<file path="config.mk">
export PLATFORM = sky130hd
export DESIGN_NAME = step_shaper
export DESIGN_NICKNAME = d
export VERILOG_FILES = /design/src/rtl/step_shaper.sv
export SDC_FILE = /design/constraint.sdc
export NUM_CORES = 1
export LEC_CHECK = 0
export CAP_MARGIN = 5
export CORE_UTILIZATION = 59
export DETAILED_ROUTE_END_ITERATION = 8
export HOLD_SLACK_MARGIN = 0.12
export PLACE_DENSITY_LB_ADDON = 0.15
export SETUP_SLACK_MARGIN = 0.4
export SLEW_MARGIN = 20
export SYNTH_ARGS = -nofsm -noshare
export SYNTH_HDL_FRONTEND = slang
export SYNTH_SLANG_ARGS = --single-unit
</file>
<file path="constraint.sdc">
create_clock -name clk -period 6.8 [get_ports clk]
set_input_delay 1.36 -clock clk [delete_from_list [all_inputs] [get_ports clk]]
set_output_delay 1.36 -clock clk [all_outputs]
set_load 0.005 [all_outputs]
</file>
<file path="src/rtl/step_shaper.sv">
// Shapes stepgen STP/DIR into driver-safe pulses with guaranteed high/low time and DIR setup/hold.
// Steps that arrive faster than the driver timing allows are queued in a signed pending counter.
module step_shaper #(
    parameter int PULSE_LEN = 96,
    parameter int SPACE_LEN = 96,
    parameter int DIR_SETUP = 240,
    parameter int DIR_HOLD  = 96,
    parameter int PEND_BITS = 8
) (
    input  logic                        clk,
    input  logic                        rst,
    input  logic                        enable,
    input  logic                        stp_in,
    input  logic                        dir_in,
    output logic                        stp_out,
    output logic                        dir_out,
    output logic                        busy,
    output logic                        overflow,
    output logic signed [PEND_BITS-1:0] pending
);

    localparam int CNT_MAX_PS = (PULSE_LEN > SPACE_LEN) ? PULSE_LEN : SPACE_LEN;
    localparam int CNT_MAX    = (CNT_MAX_PS > DIR_SETUP) ? CNT_MAX_PS : DIR_SETUP;
    localparam int CNT_W      = $clog2(CNT_MAX + 1);
    localparam int SUM_W      = PEND_BITS + 2;
    localparam logic signed [SUM_W-1:0]     PEND_MAX  = SUM_W'((2 ** (PEND_BITS - 1)) - 1);
    localparam logic signed [PEND_BITS-1:0] PEND_ZERO = '0;

    if (PULSE_LEN < 1 || SPACE_LEN < 1 || DIR_SETUP < 1 || DIR_HOLD > SPACE_LEN) begin : g_param_check
        $error("step_shaper: invalid timing parameters");
    end

    typedef enum logic [1:0] {S_IDLE, S_SETUP, S_HIGH, S_LOW} state_t;

    state_t                  state;
    logic [CNT_W-1:0]        cnt;
    logic                    stp_prev;
    logic                    primed;

    logic                    rise;
    logic                    pend_nz;
    logic                    want_dir;
    logic                    decide;
    logic                    start;
    logic signed [1:0]       inc;
    logic signed [1:0]       dec;
    logic signed [SUM_W-1:0] pend_w;
    logic signed [SUM_W-1:0] inc_w;
    logic signed [SUM_W-1:0] dec_w;
    logic signed [SUM_W-1:0] sum_noinc;
    logic signed [SUM_W-1:0] sum_inc;

    // Symmetric range: the most negative code is never used.
    function automatic logic fits(input logic signed [SUM_W-1:0] v);
        return (v <= PEND_MAX) && (v >= -PEND_MAX);
    endfunction

    function automatic logic signed [1:0] sign_of(input logic signed [PEND_BITS-1:0] v);
        if (v > PEND_ZERO)
            return 2'sd1;
        else if (v < PEND_ZERO)
            return -2'sd1;
        else
            return 2'sd0;
    endfunction

    always_comb begin
        rise     = primed & stp_in & ~stp_prev;
        pend_nz  = (pending != PEND_ZERO);
        want_dir = (pending > PEND_ZERO);
        decide   = (state == S_IDLE) || (state == S_LOW && cnt == '0);
        start    = pend_nz && (want_dir == dir_out) &&
                   (decide || (state == S_SETUP && cnt == '0));
        inc = 2'sd0;
        if (rise && enable)
            inc = dir_in ? 2'sd1 : -2'sd1;
        dec       = start ? sign_of(pending) : 2'sd0;
        pend_w    = {{2{pending[PEND_BITS-1]}}, pending};
        inc_w     = {{PEND_BITS{inc[1]}}, inc};
        dec_w     = {{PEND_BITS{dec[1]}}, dec};
        sum_noinc = pend_w - dec_w;
        sum_inc   = sum_noinc + inc_w;
    end

    assign busy = (state != S_IDLE) || pend_nz;

    always_ff @(posedge clk or posedge rst) begin
        if (rst) begin
            stp_prev <= 1'b0;
            primed   <= 1'b0;
        end else begin
            stp_prev <= stp_in;
            primed   <= 1'b1;
        end
    end

    always_ff @(posedge clk or posedge rst) begin
        if (rst) begin
            pending  <= '0;
            overflow <= 1'b0;
        end else if (!enable) begin
            pending  <= '0;
            overflow <= 1'b0;
        end else if (fits(sum_inc)) begin
            pending  <= sum_inc[PEND_BITS-1:0];
        end else begin
            pending  <= sum_noinc[PEND_BITS-1:0];
            overflow <= 1'b1;
        end
    end

    // The end of LOW takes the same decision as IDLE so back-to-back pulses lose no cycle.
    always_ff @(posedge clk or posedge rst) begin
        if (rst) begin
            state   <= S_IDLE;
            cnt     <= '0;
            stp_out <= 1'b0;
            dir_out <= 1'b0;
        end else if (decide) begin
            if (!pend_nz) begin
                state <= S_IDLE;
            end else if (want_dir == dir_out) begin
                state   <= S_HIGH;
                stp_out <= 1'b1;
                cnt     <= CNT_W'(PULSE_LEN - 1);
            end else begin
                state   <= S_SETUP;
                dir_out <= want_dir;
                cnt     <= CNT_W'(DIR_SETUP - 1);
            end
        end else if (cnt != '0) begin
            cnt <= cnt - 1'b1;
        end else begin
            case (state)
                S_SETUP: begin
                    if (start) begin
                        state   <= S_HIGH;
                        stp_out <= 1'b1;
                        cnt     <= CNT_W'(PULSE_LEN - 1);
                    end else begin
                        state <= S_IDLE;
                    end
                end
                S_HIGH: begin
                    state   <= S_LOW;
                    stp_out <= 1'b0;
                    cnt     <= CNT_W'(SPACE_LEN - 1);
                end
                default: state <= S_IDLE;
            endcase
        end
    end

endmodule

</file>
==> flow_metrics.env, run 1 <==
export IMPL_synth_ff_type="dfrtp_1"
export IMPL_maxCapViolCount=0
export IMPL_vias=1852
export IMPL_die_y_um=62.89
export IMPL_holdBufCountCts=0
export IMPL_first_iter_violations=178
export IMPL_start_util_pct=63.54
export IMPL_synth_cells=254
export IMPL_core_area_um2=3442
export IMPL_setup_violations=0
export IMPL_grt_pass1_vias=1730
export IMPL_hold_path_class="reg -> reg"
export IMPL_drive_above_1_share_pct=7.435
export IMPL_fp_dieW_um=62.89
export IMPL_cp_num_buf_inv=1
export IMPL_avgSynthCellArea_um2=8.611
export IMPL_cts_max_level=1
export IMPL_tightest_slew_ns=0.8863
export IMPL_arrival_ns=5.90
export IMPL_cts_tree="built"
export IMPL_relSlewSlack_pct=40.85
export IMPL_layout_min_cycle_time_ns=5.747
export IMPL_cp_cell_sequence="or4_4 -> nor4b_4 -> mux2_4 -> nor2b_1 -> ha_1 -> inv_1 -> fa_1 -> a21o_1 -> a21oi_1 -> o21ai_0 -> xor2_1 -> ha_1 -> and2_1 -> a2111oi_2 -> o21ai_0 -> a22oi_1 -> o211a_1 -> mux2_2"
export IMPL_vias_per_cell=5.879
export IMPL_ys_seq_elements=23
export IMPL_wire_per_inst_um=14.26
export IMPL_synth_yosys_seq_area_share_pct=26.32
export IMPL_crit_family="compound AO/OA/AOI/OAI gates"
export IMPL_first_pass_iters=4
export IMPL_cpPeakStageDelay_ns=0.59
export IMPL_status="completed"
export IMPL_postSynth_asyncResetShare_pct=100.0
export IMPL_yosysWarnings=0
export IMPL_rows=21
export IMPL_synth_area_leader_cell="dfrtp_1"
export IMPL_grt_max_degree=24
export IMPL_syn2layout_area_growth_pct=10.53
export IMPL_clock_latency_ns=0.27
export IMPL_layout_common_cells="25 x ha_1, 23 x dfrtp_1, 22 x nor2_1"
export IMPL_wl_um=4491
export IMPL_hold_violations=0
export IMPL_antenna_found_initial=0
export IMPL_die_area_um2=3955
export IMPL_drc=0
export IMPL_layout_commonest_cell="ha_1"
export IMPL_worst_path_max_fanout=11
export IMPL_nets=302
export IMPL_skew_ns=0.007256
export IMPL_cts_sinks=23
export IMPL_cts_buffers=3
export IMPL_max_freq_ghz=0.1740
export IMPL_grt_pass1_wl_um=7700
export IMPL_gr_usage_all_layers_pct=24.55
export IMPL_synth_cell_types=59
export IMPL_clkTransAtPathRegs_ns=0.08
export IMPL_synth_area_um2=2187
export IMPL_place_congestion=0.8640
export IMPL_cts_setup_buffers=0
export IMPL_top_level_ports=17
export IMPL_finalCritPeriodShare_pct=84.51
export IMPL_cts_resized=0
export IMPL_synth_fp_nets=286
export IMPL_io_buffers=16
export IMPL_grt_ovfl_total=0
export IMPL_worst_path_max_delay_cell="or4_4"
export IMPL_critPathLaunchType="flop"
export IMPL_endpoint_kind="flop"
export IMPL_maxSlewViolCount=0
export IMPL_dp_hpwl_um=3502
export IMPL_path_class="reg -> reg"
export IMPL_yosys_area_top_type_share_pct=26.32
export IMPL_tns_ns=0
export IMPL_grt_setup_unrepaired="false"
export IMPL_num_antenna_cells=0
export IMPL_root_buffer="clkbuf_8"
export IMPL_cts_max_path_buffers=2
export IMPL_synth_edf_count=0
export IMPL_ant_nets=0
export IMPL_synth_area_leaders="dfrtp_1 26%, ha_1 14%, a21oi_1 4.8%"
export IMPL_cp_required_ns=6.95
==> worst reg2reg max path: stages, from the launching register on <==
cell and delay [ns]:
dfrtp_1 0.45, or4_4 0.59, nor4b_4 0.51, mux2_4 0.29
nor2b_1 0.14, ha_1 0.17, inv_1 0.05, fa_1 0.40
a21o_1 0.17, a21oi_1 0.20, o21ai_0 0.17, xor2_1 0.18
ha_1 0.38, and2_1 0.24, a2111oi_2 0.44, o21ai_0 0.20
a22oi_1 0.26, o211a_1 0.40, mux2_2 0.38
==> metrics by stage <==
stage               hold slack [ns]  cells  worst slack (ns)  util, %  cell area, um^2
finish                       0.4926    315             1.053    70.23             2417
floorplan                    0.4552    254             1.897        -             2187
global route                 0.5429    315            0.7305    70.23             2417
global placement             0.4802    311             1.289    68.88             2371
detailed placement           0.4836    311             1.110    68.88             2371
CTS                          0.4955    315             1.084    70.23             2417
==> state kept, by name, indices dropped and copies added, names as in the netlist <==
register and cells:
pending 8, stp_prev 1, stp_out 1, cnt 8, overflow 1, dir_out 1, primed 1, state 2
==> cell type report <==
cell class / count / area (um^2)
Clock buffer: 3 / 41.29
Clock inverter: 1 / 5.005
Fill cell: 278 / 1025
Inverter: 21 / 78.83
Multi-Input combinational cell: 205 / 1499
Sequential cell: 23 / 575.6
Tap cell: 46 / 57.56
Timing Repair Buffer: 16 / 160.2
==> path summary, 6_finish.rpt <==
kind / start / cells after the start / endpoint / slack (ns)
worst max-delay path: cnt[3]$_DFFE_PP0P_ / 18 / pending[2]$_DFF_PP0_ / 1.05
worst min-delay path: cnt[0]$_DFFE_PP0P_ / 1 / cnt[0]$_DFFE_PP0P_ / 0.49
worst max register to register: cnt[3]$_DFFE_PP0P_ / 18 / pending[2]$_DFF_PP0_ / 1.05
worst min register to register: cnt[0]$_DFFE_PP0P_ / 1 / cnt[0]$_DFFE_PP0P_ / 0.49
max in group asynchronous: rst / 2 / state[1]$_DFFE_PP0P_ / 4.68
min in group asynchronous: rst / 2 / cnt[0]$_DFFE_PP0P_ / 1.57
==> Yosys cell counts, types with 4 or more instances <==
| library cell | count |
|---|---|
| ha_1 | 25 |
| dfrtp_1 | 23 |
| nor2_1 | 22 |
| a21oi_1 | 21 |
| inv_1 | 21 |
| nand2_1 | 21 |
| o21ai_0 | 17 |
| mux2i_1 | 6 |
| xor2_1 | 6 |
| nand3_1 | 5 |
| xnor2_1 | 5 |
| a21o_1 | 4 |
| nand2b_1 | 4 |
| nor2b_1 | 4 |
| nor3_1 | 4 |
| or2_2 | 4 |
==> cell families after synthesis <==
group                    count (synthesis)  synth area share (%)
multiplexers                             8                 3.947
other                                    1                0.1715
AO/OA/AOI/OAI                           77                 24.08
XOR/XNOR                                11                 4.405
flip-flops                              23                 26.32
buffers and inverters                   26                 5.149
adder cells (fa/ha/maj)                 27                 16.13
AND/OR/NAND/NOR                         81                 19.79
==> per-layer routing <==
| layer | share of wire (%) | track usage [%] |
|---|---|---|
| met1 | 48 | 31.54 |
| met2 | 48 | 41.67 |
| met3 | 1.7 | 2.372 |
| met4 | 1.8 | 10.17 |
| met5 | 0 | 0 |
Power of run 1 is not shown: default switching activity piles up to over one toggle a cycle in this logic, so the estimate is an artifact.
==> inputs of run 2 (changes only) <==
--- a/config.mk
+++ b/config.mk
@@ -6,7 +6,7 @@
 export NUM_CORES = 1
 export LEC_CHECK = 0
 export CAP_MARGIN = 5
-export CORE_UTILIZATION = 59
+export CORE_UTILIZATION = 53
 export DETAILED_ROUTE_END_ITERATION = 8
 export HOLD_SLACK_MARGIN = 0.12
 export PLACE_DENSITY_LB_ADDON = 0.15
==> constraint.sdc (replaced) <==
create_clock -name clk -period 4.8 [get_ports clk]
set_input_delay 0.96 -clock clk [delete_from_list [all_inputs] [get_ports clk]]
set_output_delay 0.96 -clock clk [all_outputs]
set_load 0.005 [all_outputs]
==> run 2 against run 1 <==
  * Critical path depth up 2
  * Non-clock buffer count up 39
  * Sequential share of layout area down 4.5 points
  * Register-to-register slack worse by 0.97 ns
  * Hold slack better by 0.0094 ns
  * Critical path type unchanged
  * Flip-flop and latch count unchanged
  * First-iteration DRC count down 34%
  * Critical endpoint is now pending[4]$_DFF_PP0_
  * Cell area up 23%
  * Via count up 17%
  * Global-route usage up 2.6 points
==> flow_metrics.env, run 2 (synthesized netlist as in run 1, its figures left out) <==
export IMPL_grt_max_degree=24
export IMPL_wl_um=6174
export IMPL_layout_common_cells="37 x buf_4, 23 x dfrtp_1, 21 x nor2_1"
export IMPL_layout_commonest_cell="buf_4"
export IMPL_cts_sinks=23
export IMPL_regToRegStartpoint="cnt[6]$_DFFE_PP0P_"
export IMPL_max_freq_ghz=0.2122
export IMPL_place_congestion=0.8401
export IMPL_num_antenna_cells=0
export IMPL_hp_start="cnt[0]$_DFFE_PP0P_"
export IMPL_path_class="reg -> reg"
export IMPL_holdBufCountCts=0
export IMPL_setup_violations=0
export IMPL_status="completed"
export IMPL_gr_usage_all_layers_pct=27.13
export IMPL_ff2ff_path_depth=20
export IMPL_fp_dieW_um=66.24
export IMPL_r2r_end="pending[4]$_DFF_PP0_"
export IMPL_arrival_ns=4.92
export IMPL_nets=341
export IMPL_endpoint_kind="flop"
export IMPL_grt_ovfl_total=0
export IMPL_cts_buffers=3
export IMPL_fin_worst_hold_slack_ns=0.5019
export IMPL_vias_per_cell=6.073
export IMPL_min_to="cnt[0]$_DFFE_PP0P_"
export IMPL_io_buffers=16
export IMPL_reg_top3="cnt x8, pending x8, state x2"
export IMPL_cp_required_ns=5.00
export IMPL_first_pass_iters=4
export IMPL_core_area_um2=3799
export IMPL_layout_min_cycle_time_ns=4.714
export IMPL_cts_max_path_buffers=2
export IMPL_die_area_um2=4388
export IMPL_root_buffer="clkbuf_8"
export IMPL_drc=0
export IMPL_syn2layout_area_growth_pct=36.44
export IMPL_worst_path_max_fanout=6
export IMPL_clock_latency_ns=0.28
export IMPL_wire_per_inst_um=17.34
export IMPL_maxSlewViolCount=0
export IMPL_first_iter_violations=117
export IMPL_vias=2162
export IMPL_skew_ns=0.002009
export IMPL_grt_setup_unrepaired="true"
export IMPL_holdPathStages=1
export IMPL_hold_violations=0
export IMPL_grt_pass1_wl_um=9121
export IMPL_rows=22
export IMPL_top_level_ports=17
export IMPL_relSlewSlack_pct=39.10
export IMPL_tightest_slew_ns=0.9125
export IMPL_hold_path_class="reg -> reg"
export IMPL_ant_nets=0
export IMPL_drive_above_1_share_pct=31.49
export IMPL_rrSetupSlack_ns=0.09
export IMPL_cts_max_level=1
export IMPL_antenna_found_initial=0
export IMPL_critPathLaunchType="flop"
export IMPL_clkTransAtPathRegs_ns=0.09
export IMPL_start_util_pct=57.58
export IMPL_finalCritPeriodShare_pct=98.20
export IMPL_cts_tree="built"
export IMPL_die_y_um=66.24
export IMPL_maxCapViolCount=0
export IMPL_grt_pass1_vias=2010
export IMPL_dp_hpwl_um=3788
[run 2: how the worst max path moves through the flow]
| stage | slack, ns | end | from |
|---|---|---|---|
| 2_1_floorplan | 0.23 | pending[2]$_DFF_PP0_ | cnt[4]$_DFFE_PP0P_ |
| 3_3_place_gp | 0.04 | pending[2]$_DFF_PP0_ | cnt[6]$_DFFE_PP0P_ |
| 3_5_place_dp | -0.08 | pending[2]$_DFF_PP0_ | cnt[6]$_DFFE_PP0P_ |
| 4_1_cts | 0.20 | pending[2]$_DFF_PP0_ | cnt[6]$_DFFE_PP0P_ |
| 5_1_grt | -0.13 | pending[7]$_DFF_PP0_ | cnt[6]$_DFFE_PP0P_ |
| 6_report | 0.09 | pending[4]$_DFF_PP0_ | cnt[6]$_DFFE_PP0P_ |
[run 2: metal layers]
layer	up-vias	global-route usage, %	part of all wire, %
met3	15	2.069	2.6
met2	50	51.40	53
met5	-	0	0
li1	1033	-	-
met1	1064	32.41	42
met4	0	7.181	2.8
[run 2: per-stage QoR]
stage	setup TNS [ns]	area [um^2]	utilization (%)	cells	setup WS (ns)
5_1_grt	-0.5622	2984	78.56	356	-0.1257
4_1_cts	0	2808	73.91	347	0.2010
3_3_place_gp	0	2470	65.02	322	0.04345
6_report	0	2984	78.56	356	0.08639
2_1_floorplan	0	2220	-	254	0.2298
3_5_place_dp	-0.4483	2470	65.02	322	-0.08038
[run 2: what timing repair did]
| item | in CTS | in global routing |
|---|---|---|
| pin swaps | 14 | 12 |
| buffers inserted | 21 | 9 |
| resized for setup | 28 | 20 |
| endpoints found under the setup margin | 9 | 9 |
[run 2: layout make-up]
type                    instances  area, um^2
clock buffers                   4       45.04
fillers                       267       814.5
inverters                      21       78.83
multi-input cells             205        1764
flip-flops and latches         23       575.6
well taps                      48       60.06
repair buffers                 55       460.4
[run 2: critical path, cell delays in order (launching register included)]
cell and delay [ns]:
dfrtp_1 0.38, or4_4 0.55, nor4b_4 0.26, mux2_4 0.22
buf_4 0.11, nand2_4 0.08, ha_4 0.23, nor2b_2 0.15
o21ai_2 0.20, nor2b_4 0.24, xnor2_2 0.10, ha_1 0.34
buf_4 0.13, o211ai_1 0.11, o21ai_1 0.30, xor2_1 0.34
nor4_2 0.09, a22oi_2 0.17, o211a_1 0.26, buf_6 0.16
mux2i_2 0.21
Power of run 2 is left out for the same reason.
==> inputs of run 3 (changes only) <==
--- a/config.mk
+++ b/config.mk
@@ -5,9 +5,11 @@
 export SDC_FILE = /design/constraint.sdc
 export NUM_CORES = 1
 export LEC_CHECK = 0
+export ABC_AREA = 1
 export CAP_MARGIN = 5
-export CORE_UTILIZATION = 53
+export CORE_UTILIZATION = 54
 export DETAILED_ROUTE_END_ITERATION = 8
+export GPL_ROUTABILITY_DRIVEN = 0
 export HOLD_SLACK_MARGIN = 0.12
 export PLACE_DENSITY_LB_ADDON = 0.15
 export SETUP_SLACK_MARGIN = 0.4
==> run 3 against run 2 <==
  * Clock skew increased by 0.0075 ns
  * Cell area fell by 1.8%
  * Die area is 12% higher
  * Count of clock-buffer cells in the layout is 1 lower
==> flow_metrics.env, run 3 <==
export IMPL_critPathLaunchType="flop"
export IMPL_num_antenna_cells=0
export IMPL_avgSynthCellArea_um2=7.108
export IMPL_synth_fp_nets=383
export IMPL_start_util_pct=56.91
export IMPL_num_fill_cells=381
export IMPL_synth_area_leader_cell="dfrtp_1"
export IMPL_instances_no_fill=434
export IMPL_setup_ws_ns=0.7221
export IMPL_gr_usage_all_layers_pct=23.57
export IMPL_status="completed"
export IMPL_tightest_slew_ns=0.8744
export IMPL_path_class="reg -> reg"
export IMPL_vias=2276
export IMPL_drc=0
export IMPL_fp_dieW_um=69.97
export IMPL_antenna_found_initial=0
export IMPL_layout_min_cycle_time_ns=4.078
export IMPL_vias_per_cell=5.244
export IMPL_finalCritPeriodShare_pct=84.96
export IMPL_die_area_um2=4896
export IMPL_ys_seq_elements=23
export IMPL_synth_area_leaders="dfrtp_1 23%, nand2_1 13%, ha_1 13%"
export IMPL_maxCapViolCount=0
export IMPL_postSynth_asyncResetShare_pct=100.0
export IMPL_first_iter_violations=101
export IMPL_maxSlewViolCount=0
export IMPL_cpPeakStageDelay_ns=0.44
export IMPL_grt_pass1_vias=2068
export IMPL_dp_hpwl_um=4070
export IMPL_setup_violations=0
export IMPL_wire_per_inst_um=12.53
export IMPL_synth_edf_count=0
export IMPL_grt_max_degree=24
export IMPL_root_buffer="clkbuf_8"
export IMPL_cts_sinks=23
export IMPL_layout_common_cells="86 x nand2_1, 56 x inv_1, 32 x nand3_1"
export IMPL_synth_cell_types=36
export IMPL_final_util_pct=66.87
export IMPL_syn2layout_area_growth_pct=17.50
export IMPL_wl_um=5439
export IMPL_drive_above_1_share_pct=20.16
export IMPL_dp_cells=417
export IMPL_grt_ovfl_total=0
export IMPL_cts_max_level=1
export IMPL_core_area_um2=4384
export IMPL_die_y_um=69.97
export IMPL_io_buffers=16
export IMPL_tns_ns=0
export IMPL_grt_pass1_wl_um=9453
export IMPL_nets=415
export IMPL_arrival_ns=4.28
export IMPL_clkTransAtPathRegs_ns=0.09
export IMPL_layout_commonest_cell="nand2_1"
export IMPL_worst_path_max_delay_cell="dfrtp_2"
export IMPL_cp_required_ns=5.00
export IMPL_synth_cells=351
export IMPL_endpoint_kind="flop"
export IMPL_hold_path_class="reg -> reg"
export IMPL_synth_top_cells_by_count="89 x nand2_1, 56 x inv_1, 32 x nand3_1, 25 x ha_1, 24 x nor2_1"
export IMPL_first_pass_iters=4
export IMPL_clock_latency_ns=0.27
export IMPL_cts_max_path_buffers=2
export IMPL_reg_top3="cnt x8, pending x8, state x2"
export IMPL_hold_violations=0
export IMPL_synth_yosys_seq_area_share_pct=23.07
export IMPL_yosys_area_top_type_share_pct=23.07
export IMPL_cts_buffers=3
export IMPL_grt_setup_unrepaired="false"
export IMPL_synth_ff_type="dfrtp_1"
export IMPL_relSlewSlack_pct=41.64
export IMPL_synth_most_common_cell="nand2_1"
export IMPL_top_level_ports=17
export IMPL_ant_nets=0
export IMPL_rows=24
export IMPL_cts_tree="built"
export IMPL_max_freq_ghz=0.2452
export IMPL_skew_ns=0.009487
export IMPL_pre_cts_slack_ns=0.1925
export IMPL_worst_path_max_fanout=8
export IMPL_yosysWarnings=0
export IMPL_synth_area_um2=2495
export IMPL_path_common_cell="nand2_1"
run 3: cell types whose count changed in the layout (fill, tap and decap cells not counted), sizes merged, moves of 6 or more:
cell   change
nand4     +14
nand2     +79
o21ai     -13
buf       -26
inv       +39
nor2      +13
mux2i      -6
nand3     +34
run 3: worst paths after layout:
check                                          start                   end  slack (ns)  cells past startpoint
worst max-delay path            pending[1]$_DFF_PP0_  pending[5]$_DFF_PP0_        0.72                     29
min in group asynchronous                        rst  pending[6]$_DFF_PP0_        1.17                      2
worst max register to register  pending[1]$_DFF_PP0_  pending[5]$_DFF_PP0_        0.72                     29
worst min-delay path             stp_out$_DFFE_PP0P_   stp_out$_DFFE_PP0P_        0.48                      2
worst min register to register   stp_out$_DFFE_PP0P_   stp_out$_DFFE_PP0P_        0.48                      2
max in group asynchronous                        rst  pending[1]$_DFF_PP0_        3.05                      2
run 3: stage by stage:
stage / cell area [um^2] / hold WS, ns
3_3_place_gp: 2698 / 0.4558
6_report: 2932 / 0.4828
3_5_place_dp: 2698 / 0.4626
4_1_cts: 2779 / 0.4850
2_1_floorplan: 2495 / 0.4554
5_1_grt: 2932 / 0.5248
run 3: cells by family (layout without fill, tap and decap cells):
logic type	count (synthesis)	in the layout	share of synthesized area, %
compound gates	29	29	7.473
xor+xnor	8	8	2.809
fa+ha+maj	27	27	14.14
buf+inv	63	93	10.33
flops	23	23	23.07
other cells	1	1	0.1503
simple gates	200	201	42.03
run 3: critical path: cells and delay by family, from the launching register on:
| kind | cells | cell delay (ns) |
|---|---|---|
| buffers and inverters | 3 | 0.20 |
| adders and majority gates | 3 | 0.77 |
| AOI/OAI and AO/OA | 1 | 0.15 |
| DFF | 1 | 0.44 |
| and+or+nand+nor | 22 | 2.44 |
run 3: layout make-up:
class                      count  area [um^2]  area share, %
multi-input combinational    266         1744          59.50
sequential                    23        578.1          19.72
timing repair buffer          29        270.3          9.219
inverter                      60        227.7          7.768
tap                           52        65.06          2.219
clock buffer                   3        41.29          1.408
clock inverter                 1        5.005         0.1707
run 3: per-layer routing:
metal  wire length (um)  track usage, %
met1               2709           34.15
met2               2475           37.82
met3                226           3.752
met4                 28           3.333
met5                  0               0
run 3: timing repair:
action                     CTS  global route
hold buffers                 0             0
pin swaps                    3             6
gates resized for setup      2            16
setup endpoints to repair    9             9
gates cloned                 1             0
setup buffers                2            10
Power of run 3 is left out for the same reason.
